$ cat config.mk
export PLATFORM = sky130hd
export DESIGN_NAME = input_capture_mc_flat
export DESIGN_NICKNAME = d
export VERILOG_FILES = /design/src/rtl/input_capture_mc_if.sv /design/src/rtl/input_capture_mc.sv /design/src/flat_wrapper.sv
export SDC_FILE = /design/constraint.sdc
export NUM_CORES = 1
export LEC_CHECK = 0
export ABC_AREA = 1
export ABC_CLOCK_PERIOD_IN_PS = 2000
export CORE_MARGIN = 2
export CORE_UTILIZATION = 40
export CTS_BUF_LIST = sky130_fd_sc_hd__clkbuf_4
export DETAILED_ROUTE_END_ITERATION = 10
export HOLD_SLACK_MARGIN = 0.05
export PLACE_DENSITY_LB_ADDON = 0.05
export SYNTH_ARGS = -nofsm -noshare
export SYNTH_HDL_FRONTEND = slang
export SYNTH_SLANG_ARGS = --single-unit
export TNS_END_PERCENT = 100
$ cat constraint.sdc
create_clock -name i_sysclk -period 2 [get_ports i_sysclk]
set_input_delay 0.2 -clock i_sysclk [delete_from_list [all_inputs] [get_ports i_sysclk]]
set_output_delay 0.2 -clock i_sysclk [all_outputs]
set_load 0.005 [all_outputs]
$ cat src/rtl/input_capture_mc_if.sv
// Signal bundle for input_capture_mc: pins, per-channel controls and capture results.
// o_ts exists only when IC_TIMESTAMP_EN is defined.
interface input_capture_mc_if #(
    parameter int CH    = 4,
    parameter int CNT_W = 16
);
    logic [CH-1:0]       i_cap_pin;
    logic [2*CH-1:0]     i_edge_sel;
    logic [CH-1:0]       i_clr;
    logic                i_cnt_en;
    logic [CH-1:0]       i_flg_ack;
    // o_ic_pls is a one-cycle valid with no ready: an observer must sample it every cycle.
    logic [CH-1:0]       o_ic_pls;
    logic [CH-1:0]       o_ic_flg;
    logic [CH-1:0]       o_ovf;
    logic [CH*CNT_W-1:0] o_cnt;
`ifdef IC_TIMESTAMP_EN
    logic [CH*CNT_W-1:0] o_ts;

    modport master (
        output i_cap_pin, i_edge_sel, i_clr, i_cnt_en, i_flg_ack,
        input  o_ic_pls, o_ic_flg, o_ovf, o_cnt, o_ts
    );
    modport slave (
        input  i_cap_pin, i_edge_sel, i_clr, i_cnt_en, i_flg_ack,
        output o_ic_pls, o_ic_flg, o_ovf, o_cnt, o_ts
    );
`else
    modport master (
        output i_cap_pin, i_edge_sel, i_clr, i_cnt_en, i_flg_ack,
        input  o_ic_pls, o_ic_flg, o_ovf, o_cnt
    );
    modport slave (
        input  i_cap_pin, i_edge_sel, i_clr, i_cnt_en, i_flg_ack,
        output o_ic_pls, o_ic_flg, o_ovf, o_cnt
    );
`endif
endinterface

$ cat src/rtl/input_capture_mc.sv
// Multi-channel input capture: synchronised edge detection, event counters, sticky flags.
// Optional per-channel timestamping against a shared timebase when IC_TIMESTAMP_EN is defined.
module input_capture_mc #(
    parameter int CH    = 4,
    parameter int CNT_W = 16
) (
    input  logic                 i_sysclk,
    input  logic                 i_sysrst,
    input_capture_mc_if.slave    io_bus
);
    localparam logic [CNT_W-1:0] C_ONE = {{(CNT_W-1){1'b0}}, 1'b1};

    logic [CH-1:0]       r_sync0;
    logic [CH-1:0]       r_sync1;
    logic [CH-1:0]       r_sync2;
    logic [CH-1:0]       w_rise;
    logic [CH-1:0]       w_fall;
    logic [CH-1:0]       w_pls;
    logic [CNT_W-1:0]    r_cnt [CH];
    logic [CH-1:0]       r_flg;
    logic [CH-1:0]       r_ovf;
    logic [CH*CNT_W-1:0] w_cnt;

    // sync0 absorbs metastability; edges are judged between the two settled stages.
    always_ff @(posedge i_sysclk) begin
        if (i_sysrst) begin
            r_sync0 <= '0;
            r_sync1 <= '0;
            r_sync2 <= '0;
        end else begin
            r_sync0 <= io_bus.i_cap_pin;
            r_sync1 <= r_sync0;
            r_sync2 <= r_sync1;
        end
    end

    always_comb begin
        w_rise = r_sync1 & ~r_sync2;
        w_fall = ~r_sync1 & r_sync2;
        w_pls  = '0;
        for (int n = 0; n < CH; n++) begin
            case (io_bus.i_edge_sel[2*n +: 2])
                2'b01:   w_pls[n] = w_rise[n];
                2'b10:   w_pls[n] = w_fall[n];
                2'b11:   w_pls[n] = w_rise[n] | w_fall[n];
                default: w_pls[n] = 1'b0;
            endcase
        end
        if (!io_bus.i_cnt_en || i_sysrst) begin
            w_pls = '0;
        end
    end

    // Clear beats a same-cycle pulse; a pulse beats a same-cycle acknowledge.
    always_ff @(posedge i_sysclk) begin
        if (i_sysrst) begin
            for (int n = 0; n < CH; n++) begin
                r_cnt[n] <= '0;
            end
            r_flg <= '0;
            r_ovf <= '0;
        end else begin
            for (int n = 0; n < CH; n++) begin
                if (io_bus.i_clr[n]) begin
                    r_cnt[n] <= '0;
                    r_flg[n] <= 1'b0;
                    r_ovf[n] <= 1'b0;
                end else if (w_pls[n]) begin
                    r_cnt[n] <= r_cnt[n] + C_ONE;
                    r_flg[n] <= 1'b1;
                    if (r_cnt[n] == {CNT_W{1'b1}}) begin
                        r_ovf[n] <= 1'b1;
                    end
                end else if (io_bus.i_flg_ack[n]) begin
                    r_flg[n] <= 1'b0;
                end
            end
        end
    end

    always_comb begin
        w_cnt = '0;
        for (int n = 0; n < CH; n++) begin
            w_cnt[n*CNT_W +: CNT_W] = r_cnt[n];
        end
    end

    assign io_bus.o_ic_pls = w_pls;
    assign io_bus.o_ic_flg = r_flg;
    assign io_bus.o_ovf    = r_ovf;
    assign io_bus.o_cnt    = w_cnt;

`ifdef IC_TIMESTAMP_EN
    logic [CNT_W-1:0]    r_tb;
    logic [CNT_W-1:0]    r_ts [CH];
    logic [CH*CNT_W-1:0] w_ts;

    // Timebase only advances while counting is enabled, so stamps are in enabled cycles.
    always_ff @(posedge i_sysclk) begin
        if (i_sysrst) begin
            r_tb <= '0;
        end else if (io_bus.i_cnt_en) begin
            r_tb <= r_tb + C_ONE;
        end
    end

    always_ff @(posedge i_sysclk) begin
        if (i_sysrst) begin
            for (int n = 0; n < CH; n++) begin
                r_ts[n] <= '0;
            end
        end else begin
            for (int n = 0; n < CH; n++) begin
                if (io_bus.i_clr[n]) begin
                    r_ts[n] <= '0;
                end else if (w_pls[n]) begin
                    r_ts[n] <= r_tb;
                end
            end
        end
    end

    always_comb begin
        w_ts = '0;
        for (int n = 0; n < CH; n++) begin
            w_ts[n*CNT_W +: CNT_W] = r_ts[n];
        end
    end

    assign io_bus.o_ts = w_ts;
`endif

endmodule

$ cat src/flat_wrapper.sv
// flat-port wrapper written by rule: the top's interface ports become plain ports
module input_capture_mc_flat 
#(
    parameter int CH    = 4,
    parameter int CNT_W = 16
)
  (i_sysclk, i_sysrst, io_bus_i_cap_pin, io_bus_i_edge_sel, io_bus_i_clr, io_bus_i_cnt_en, io_bus_i_flg_ack, io_bus_o_ic_pls, io_bus_o_ic_flg, io_bus_o_ovf, io_bus_o_cnt);
  input_capture_mc_if #(.CH(CH), .CNT_W(CNT_W)) io_bus_i ();
  input  logic i_sysclk;
  input  logic i_sysrst;
  input wire logic [$bits(io_bus_i.i_cap_pin)-1:0] io_bus_i_cap_pin;
  input wire logic [$bits(io_bus_i.i_edge_sel)-1:0] io_bus_i_edge_sel;
  input wire logic [$bits(io_bus_i.i_clr)-1:0] io_bus_i_clr;
  input wire logic [$bits(io_bus_i.i_cnt_en)-1:0] io_bus_i_cnt_en;
  input wire logic [$bits(io_bus_i.i_flg_ack)-1:0] io_bus_i_flg_ack;
  output wire logic [$bits(io_bus_i.o_ic_pls)-1:0] io_bus_o_ic_pls;
  output wire logic [$bits(io_bus_i.o_ic_flg)-1:0] io_bus_o_ic_flg;
  output wire logic [$bits(io_bus_i.o_ovf)-1:0] io_bus_o_ovf;
  output wire logic [$bits(io_bus_i.o_cnt)-1:0] io_bus_o_cnt;
  assign io_bus_i.i_cap_pin = io_bus_i_cap_pin;
  assign io_bus_i.i_edge_sel = io_bus_i_edge_sel;
  assign io_bus_i.i_clr = io_bus_i_clr;
  assign io_bus_i.i_cnt_en = io_bus_i_cnt_en;
  assign io_bus_i.i_flg_ack = io_bus_i_flg_ack;
  assign io_bus_o_ic_pls = io_bus_i.o_ic_pls;
  assign io_bus_o_ic_flg = io_bus_i.o_ic_flg;
  assign io_bus_o_ovf = io_bus_i.o_ovf;
  assign io_bus_o_cnt = io_bus_i.o_cnt;
  input_capture_mc #(.CH(CH), .CNT_W(CNT_W)) u_core (.i_sysclk(i_sysclk), .i_sysrst(i_sysrst), .io_bus(io_bus_i));
endmodule
==> implementation parameters, run 1 <==
Parameter                              Value

Placed design
  Count of buffers from port buffering ... around 100
  Worst slack at placement ... 120.4 ps
  Cell total after placement ... roughly 860
  Final GP Congestion ... approximately 0.8
  Half-perimeter wire length after placement ... 8003 um

Critical path
  Critical Path Slowest Stage Cell ... sky130_fd_sc_hd__dfxtp_2
  Delay of the slowest cell on the worst path ... 350 ps
  Critical path startpoint category ... register
  Highest fanout seen on the critical path ... 3
  Worst Path Required ... 1800 ps
  Crit path max-delay family ... flip-flops
  Setup CP Type ... reg -> out
  Number of buffer and inverter stages on the critical path ... 2
  Worst setup EP type ... primary output
  Ordered cell list for the critical path ... inv_1 -> ha_1 -> nor2_1 -> nor2_2 -> nor2_4 -> dlygate4sd2_1
  Signal arrival time at the worst endpoint ... around 1700 ps

Finish
  Area used by multi-input combinational logic ... between 0.002 and 0.0025 mm2
  Net count reported at finish ... ~760
  Combined flip-flop and latch cell area ... roughly 0.0023 mm2
  Non-filler instance count after layout ... around 870
  Synth-to-layout area growth ... 28.00%
  Layout cells sized above 1 ... between 8 and 9%
  Filler cell count ... approximately 1100

Detailed routing
  Wire length per cell ... 12.30 um
  Overall via count from detail_route ... a little over 4000
  Number of violations reported at the end of detailed-routing iteration 0 ... a little under 200
  Post-route DRC violation count ... 0
  Number of detailed-route iterations in the first pass ... 4
  Antenna violation net count after detailed routing ... 0
  Vias per std cell ... 4.653
  Total length of routed wires ... roughly 11000 um

Power
  Power density cells ... 542.5 mW/mm2
  Static leakage power ... ~2.5 nW
  Maximum vdd drop ... roughly 270 uV
  Overall power after layout ... between 3 and 4 mW

Clocking
  Number of sinks driven by the clock tree ... between 80 and 90
  Number of buffers on the longest clock path ... 2
  Source-to-sink clock delay at the later pin of the worst-skew pair ... ~440 ps
  Clock H-tree levels ... 3
  Number of buffers created by CTS ... 9
  Root buf cell ... sky130_fd_sc_hd__clkbuf_4
  Register clock-pin slew on the reported worst setup and hold paths ... roughly 120 ps
  Hold bufs inserted after CTS ... 0
  Clock tree from TritonCTS ... done

Floorplan
  DIE AREA ... ~0.013 mm2
  Core outline area ... roughly 0.012 mm2
  Number of placement rows ... 39
  I/O pin count ... 99
  Height of the die ... roughly 110 um
  Initial Util ... between 40 and 50%
  Die width ... approximately 110 um

Logic synthesis
  Cell count after synthesis ... 610
  Mapped cell area ... between 0.004 and 0.005 mm2
  Unique masters post-synth ... 25
  Average cell area after synthesis ... 7.852 um2
  Share of synthesized flip-flops with an asynchronous set or reset ... 0%
  Share of Yosys cell area claimed by the top area cell type ... between 40% and 50%
  Synthesized Nets ... ~650
  Yosys warning count ... 0
  Proportion of synthesized chip area in sequential cells ... a little under 50%
  Post-synth top cells ... sky130_fd_sc_hd__nand2_1 (149), sky130_fd_sc_hd__nor2_1 (115), sky130_fd_sc_hd__inv_1 (108)
  Cell types with the largest area share after synthesis ... sky130_fd_sc_hd__edfxtp_1 (40%), sky130_fd_sc_hd__nand2_1 (12%), sky130_fd_sc_hd__nor2_1 (9.0%)
  Dominant synthesized flop cell ... sky130_fd_sc_hd__edfxtp_1
  Synthesized flop and latch total ... between 80 and 90
  Leading cell type by number of instances after synthesis ... sky130_fd_sc_hd__nand2_1
  Cell type with the highest aggregate area in the netlist ... sky130_fd_sc_hd__edfxtp_1
  Number of enable flip-flop cells after synthesis ... 64

STA
  Slew margin rel. ... around two thirds
  Maximum operating frequency ... roughly 0.53 GHz
  Transition time at the pin with the least slew margin ... between 400 and 500 ps
  Worst Skew ... between 10 and 15 ps
  Max Slew Vio Count ... 0
  Final min period ... 1886 ps
  Final setup margin ... ~110 ps
  Number of setup violations in the final report ... 0
  Post-route clock period utilization ... between 90% and 100%
  Hold Fails Final Rpt ... 0

Job
  Number of maximum-capacitance violations ... 0

GRT
  Largest net degree at the start of global routing ... 18
  Antenna violations before repair ... 1
  Global-route wire length before repair ... between 15000 and 20000 um
  Gr ovfl total ... 0
  Global-route usage over all layers ... 17.33%
  Via count of the first global-routing pass ... 3880

Worst hold path
  Type of the tightest min-delay check ... in -> reg

Status
  Result of the run ... finished, final reports clean
logic make-up after synthesis:
kind of cell / synth area share [%]
flip-flops: 48.48
AND/OR/NAND/NOR: 30.88
AO/OA/AOI/OAI: 3.918
adder cells (fa/ha/maj): 3.135
XOR/XNOR: 3.840
buffers and inverters: 9.744
registers in the layout, indices dropped and copies added (netlist names):
name                    cells
u_core.r_sync1              4
u_core.io_bus.o_ic_flg      4
u_core.r_sync2              4
u_core.io_bus.o_ovf         4
u_core.r_cnt               64
u_core.r_sync0              4
cell usage in the layout (no fill, tap or decap), drive strengths merged, types with 3 or more instances in the layout:
master / n
nand2: 158
o31ai: 4
clkdlybuf4s50: 94
nand3: 36
ha: 12
nor3: 9
xnor2: 6
dlygate4sd2: 4
o21ai: 4
nand4: 10
nor2: 127
a21oi: 23
inv: 110
xor2: 15
clkbuf: 14
dfxtp: 20
edfxtp: 64
or2: 3
buf: 12
where the power goes:
part	internal, mW	switching (mW)	total, mW
sequential	1.95	0.0903	2.04
combinational	0.226	0.180	0.406
clock	0.315	0.562	0.878
total	2.49	0.832	3.33
worst reg2reg max path, cell delays in order (launching register included):
cell and delay (ps):
sky130_fd_sc_hd__dfxtp_2 350, sky130_fd_sc_hd__inv_1 40, sky130_fd_sc_hd__ha_1 280, sky130_fd_sc_hd__nor2_1 130, sky130_fd_sc_hd__nor2_2 70, sky130_fd_sc_hd__nor2_4 120
sky130_fd_sc_hd__buf_4 130, sky130_fd_sc_hd__nand2_4 40, sky130_fd_sc_hd__nand3_1 110, sky130_fd_sc_hd__buf_12 170
layer usage:
| layer | global-route usage (%) | share of wire, % | up-vias |
|---|---|---|---|
| met2 | 27.94 | 47 | 79 |
| li1 | - | - | 2135 |
| met5 | 0 | 0 | - |
| met4 | 6.098 | 1.5 | 0 |
| met1 | 22.75 | 46 | 1838 |
| met3 | 4.410 | 5.5 | 10 |
per-stage QoR:
step | util, % | area (um2) | hold slack, ps | TNS, ps
2_1_floorplan | - | 4790 | 271.2 | 0
3_3_place_gp | 51.95 | 6008 | 389.2 | 0
3_5_place_dp | 51.95 | 6008 | 394.4 | 0
4_1_cts | 52.83 | 6110 | 233.9 | 0
5_1_grt | 53.01 | 6131 | 251.2 | -7.612
6_report | 53.01 | 6131 | 265.1 | 0
area by class of cell:
class	instances	area share, %
Sequential cell	84	37.92
Timing Repair Buffer	110	17.80
Multi-Input combinational cell	411	32.80
Clock buffer	14	1.714
Tap cell	143	2.918
Inverter	110	6.816
Antenna cell	1	0.04082
path summary, 6_finish.rpt:
check                                          end  cells after the start                 from  slack [ps]
worst max register to register  u_core.r_cnt[2][1]                      9    u_core.r_sync2[2]         270
worst min register to register   u_core.r_sync1[1]                      2    u_core.r_sync0[1]         410
worst max-delay path            io_bus_o_ic_pls[2]                      6    u_core.r_sync2[2]         110
worst min-delay path             u_core.r_sync0[3]                      3  io_bus_i_cap_pin[3]         270
what timing repair did:
item | in CTS | in global routing
gates resized for setup | 5 | 5
setup endpoints to repair | 4 | 3
endpoints found under the hold margin | 0 | 0
pin swaps | 0 | 2
buffers inserted | 0 | 1
Note: power is estimated with default switching activity, not from simulation.
==> run 2: changes to the inputs <==
CORE_UTILIZATION = 45   (was 40)
==> run 2 against run 1 <==
Against the previous run: hold slack better by 5.2 ps; wire length down 0.38%; clock skew about the same; non-clock buffer count up 4; sequential cell count unchanged; cell count down 0.23%; via count up 2.0%; maximum frequency down 1.1%; largest cell class unchanged; register-to-register slack about the same; clock-buffer cell count down 2; core utilization up 6.4 points.
==> implementation parameters, run 2 (synthesized netlist as in run 1, its figures left out) <==
Parameter                              Value

Status
  Result of the run ... finished, final reports clean

Placed design
  Count of buffers from port buffering ... 98
  Half-perimeter wire length after placement ... around 8000 um
  Post-placement cell area ... between 0.005 and 0.006 mm2
  Worst slack at placement ... roughly 110 ps
  Final GP Congestion ... between 0.8 and 0.9

Detailed routing
  Number of detailed-route iterations in the first pass ... 5
  Overall via count from detail_route ... about 4100
  Post-route DRC violation count ... 0
  Number of violations reported at the end of detailed-routing iteration 0 ... about 180
  Wire length per cell ... approximately 12 um
  Vias per std cell ... between 4 and 5
  Antenna violation net count after detailed routing ... 0
  Total length of routed wires ... approximately 11000 um

Clocking
  Register clock-pin slew on the reported worst setup and hold paths ... between 100 and 150 ps
  Clock tree from TritonCTS ... done
  Number of buffers on the longest clock path ... 2
  Clock H-tree levels ... 3
  Source-to-sink clock delay at the later pin of the worst-skew pair ... between 400 and 500 ps
  Number of buffers created by CTS ... 9
  Number of sinks driven by the clock tree ... 84
  Hold bufs inserted after CTS ... 0
  Root buf cell ... sky130_fd_sc_hd__clkbuf_4

Critical path
  Highest fanout seen on the critical path ... 3
  Reg2Reg Setup Slack ... between 200 and 300 ps
  Signal arrival time at the worst endpoint ... 1710 ps
  Reg-to-reg startpoint ... u_core.r_sync2[2]
  Worst Path Required ... around 1800 ps
  Worst setup EP type ... primary output
  Critical path startpoint category ... register
  Worst setup path startpoint ... u_core.r_sync2[3]
  Setup CP Type ... reg -> out
  Worst flop-to-flop path endpoint ... u_core.r_cnt[2][14]
  Setup crit end ... io_bus_o_ic_pls[3]
  R2r worst-path depth ... 10

Power
  Power density cells ... approximately 540 mW/mm2
  Maximum vdd drop ... around 290 uV
  Static leakage power ... about 2.5 nW
  Overall power after layout ... between 3 and 4 mW

STA
  Hold WS ... about 270 ps
  Final min period ... 1908 ps
  Number of setup violations in the final report ... 0
  Transition time at the pin with the least slew margin ... between 400 and 500 ps
  Setup total negative slack ... 0 ps
  Hold Fails Final Rpt ... 0
  Final setup margin ... around 92 ps
  Slew margin rel. ... ~70%
  Maximum operating frequency ... 0.5241 GHz
  Max Slew Vio Count ... 0
  Worst Skew ... about 12 ps
  Post-route clock period utilization ... 95.41%

Finish
  Layout cells sized above 1 ... under 10%
  Net count reported at finish ... around 770
  Top library cells by usage in the layout, fill and taps aside ... sky130_fd_sc_hd__nand2_1 (149), sky130_fd_sc_hd__nor2_1 (111), sky130_fd_sc_hd__inv_1 (108)
  N_diodes ... 0
  Number of flip-flops in the largest register ... 64
  Synth-to-layout area growth ... 28.11%
  Final std cell area, no fill ... 0.006136 mm2
  Register with the highest flop count ... u_core.r_cnt
  Leading cell type in the layout, fill and taps excluded ... sky130_fd_sc_hd__nand2_1

Floorplan
  I/O pin count ... 99
  DIE AREA ... approximately 0.011 mm2
  Die width ... 107.2 um
  Initial Util ... 46.39%
  Number of placement rows ... 37
  Core outline area ... 0.01032 mm2
  Height of the die ... between 100 and 150 um

Worst hold path
  Type of the tightest min-delay check ... in -> reg
  Hold path depth ... 3
  Hold_sp ... io_bus_i_cap_pin[2]

Job
  Number of maximum-capacitance violations ... 0

GRT
  Global-route wire length before repair ... about 18000 um
  Via count of the first global-routing pass ... just under 4000
  Gr ovfl total ... 0
  Largest net degree at the start of global routing ... 18
  Antenna violations before repair ... 0
  Global-route usage over all layers ... between 10% and 20%
run 2: final cells by class:
cell class                 count  area (um2)
fill                         954        4188
sequential                    84        2327
multi-input combinational    411        2016
timing repair buffer         114        1097
inverter                     110       417.9
tap                          136       170.2
clock buffer                  12       90.09
clock inverter                 4       17.52
run 2: per-layer routing:
metal	vias to the layer above	track usage [%]	share of wire, %	routed length [um]
li1	2146	-	-	-
met1	1879	25.97	47	5025
met2	103	30.70	46	4889
met3	14	3.587	5.6	594
met4	0	8.813	1.7	186
met5	-	0	0	0
run 2: repair_timing:
action                     CTS  global route
buffers inserted             4             0
setup endpoints to repair    4             3
resized for setup            8             6
pin swaps                    3             0
run 2: worst min-delay path by stage:
stage | end | slack (ps)
finish | u_core.r_sync0[2] | 270
global route | u_core.r_sync0[2] | 240
CTS | u_core.r_sync0[2] | 240
detailed placement | u_core.r_sync1[2] | 400
global placement | u_core.r_sync1[3] | 390
floorplan | u_core.r_sync0[3] | 270
run 2: critical path, cell delays in order (launching register included):
cell,delay [ps]
sky130_fd_sc_hd__dfxtp_2,360
sky130_fd_sc_hd__inv_1,40
sky130_fd_sc_hd__ha_1,270
sky130_fd_sc_hd__inv_1,60
sky130_fd_sc_hd__nand2_1,60
sky130_fd_sc_hd__inv_1,100
sky130_fd_sc_hd__nor2_4,50
sky130_fd_sc_hd__nor2_4,100
sky130_fd_sc_hd__clkdlybuf4s15_1,220
run 2: metrics by stage:
stage / util [%] / cells
CTS: 59.28 / 871
finish: 59.44 / 871
floorplan: - / 610
global route: 59.44 / 871
detailed placement: 57.94 / 851
global placement: 57.94 / 851
run 2: power breakdown:
part	internal (mW)	switching, mW
Sequential	1.95	0.0901
Combinational	0.225	0.184
Clock	0.287	0.581
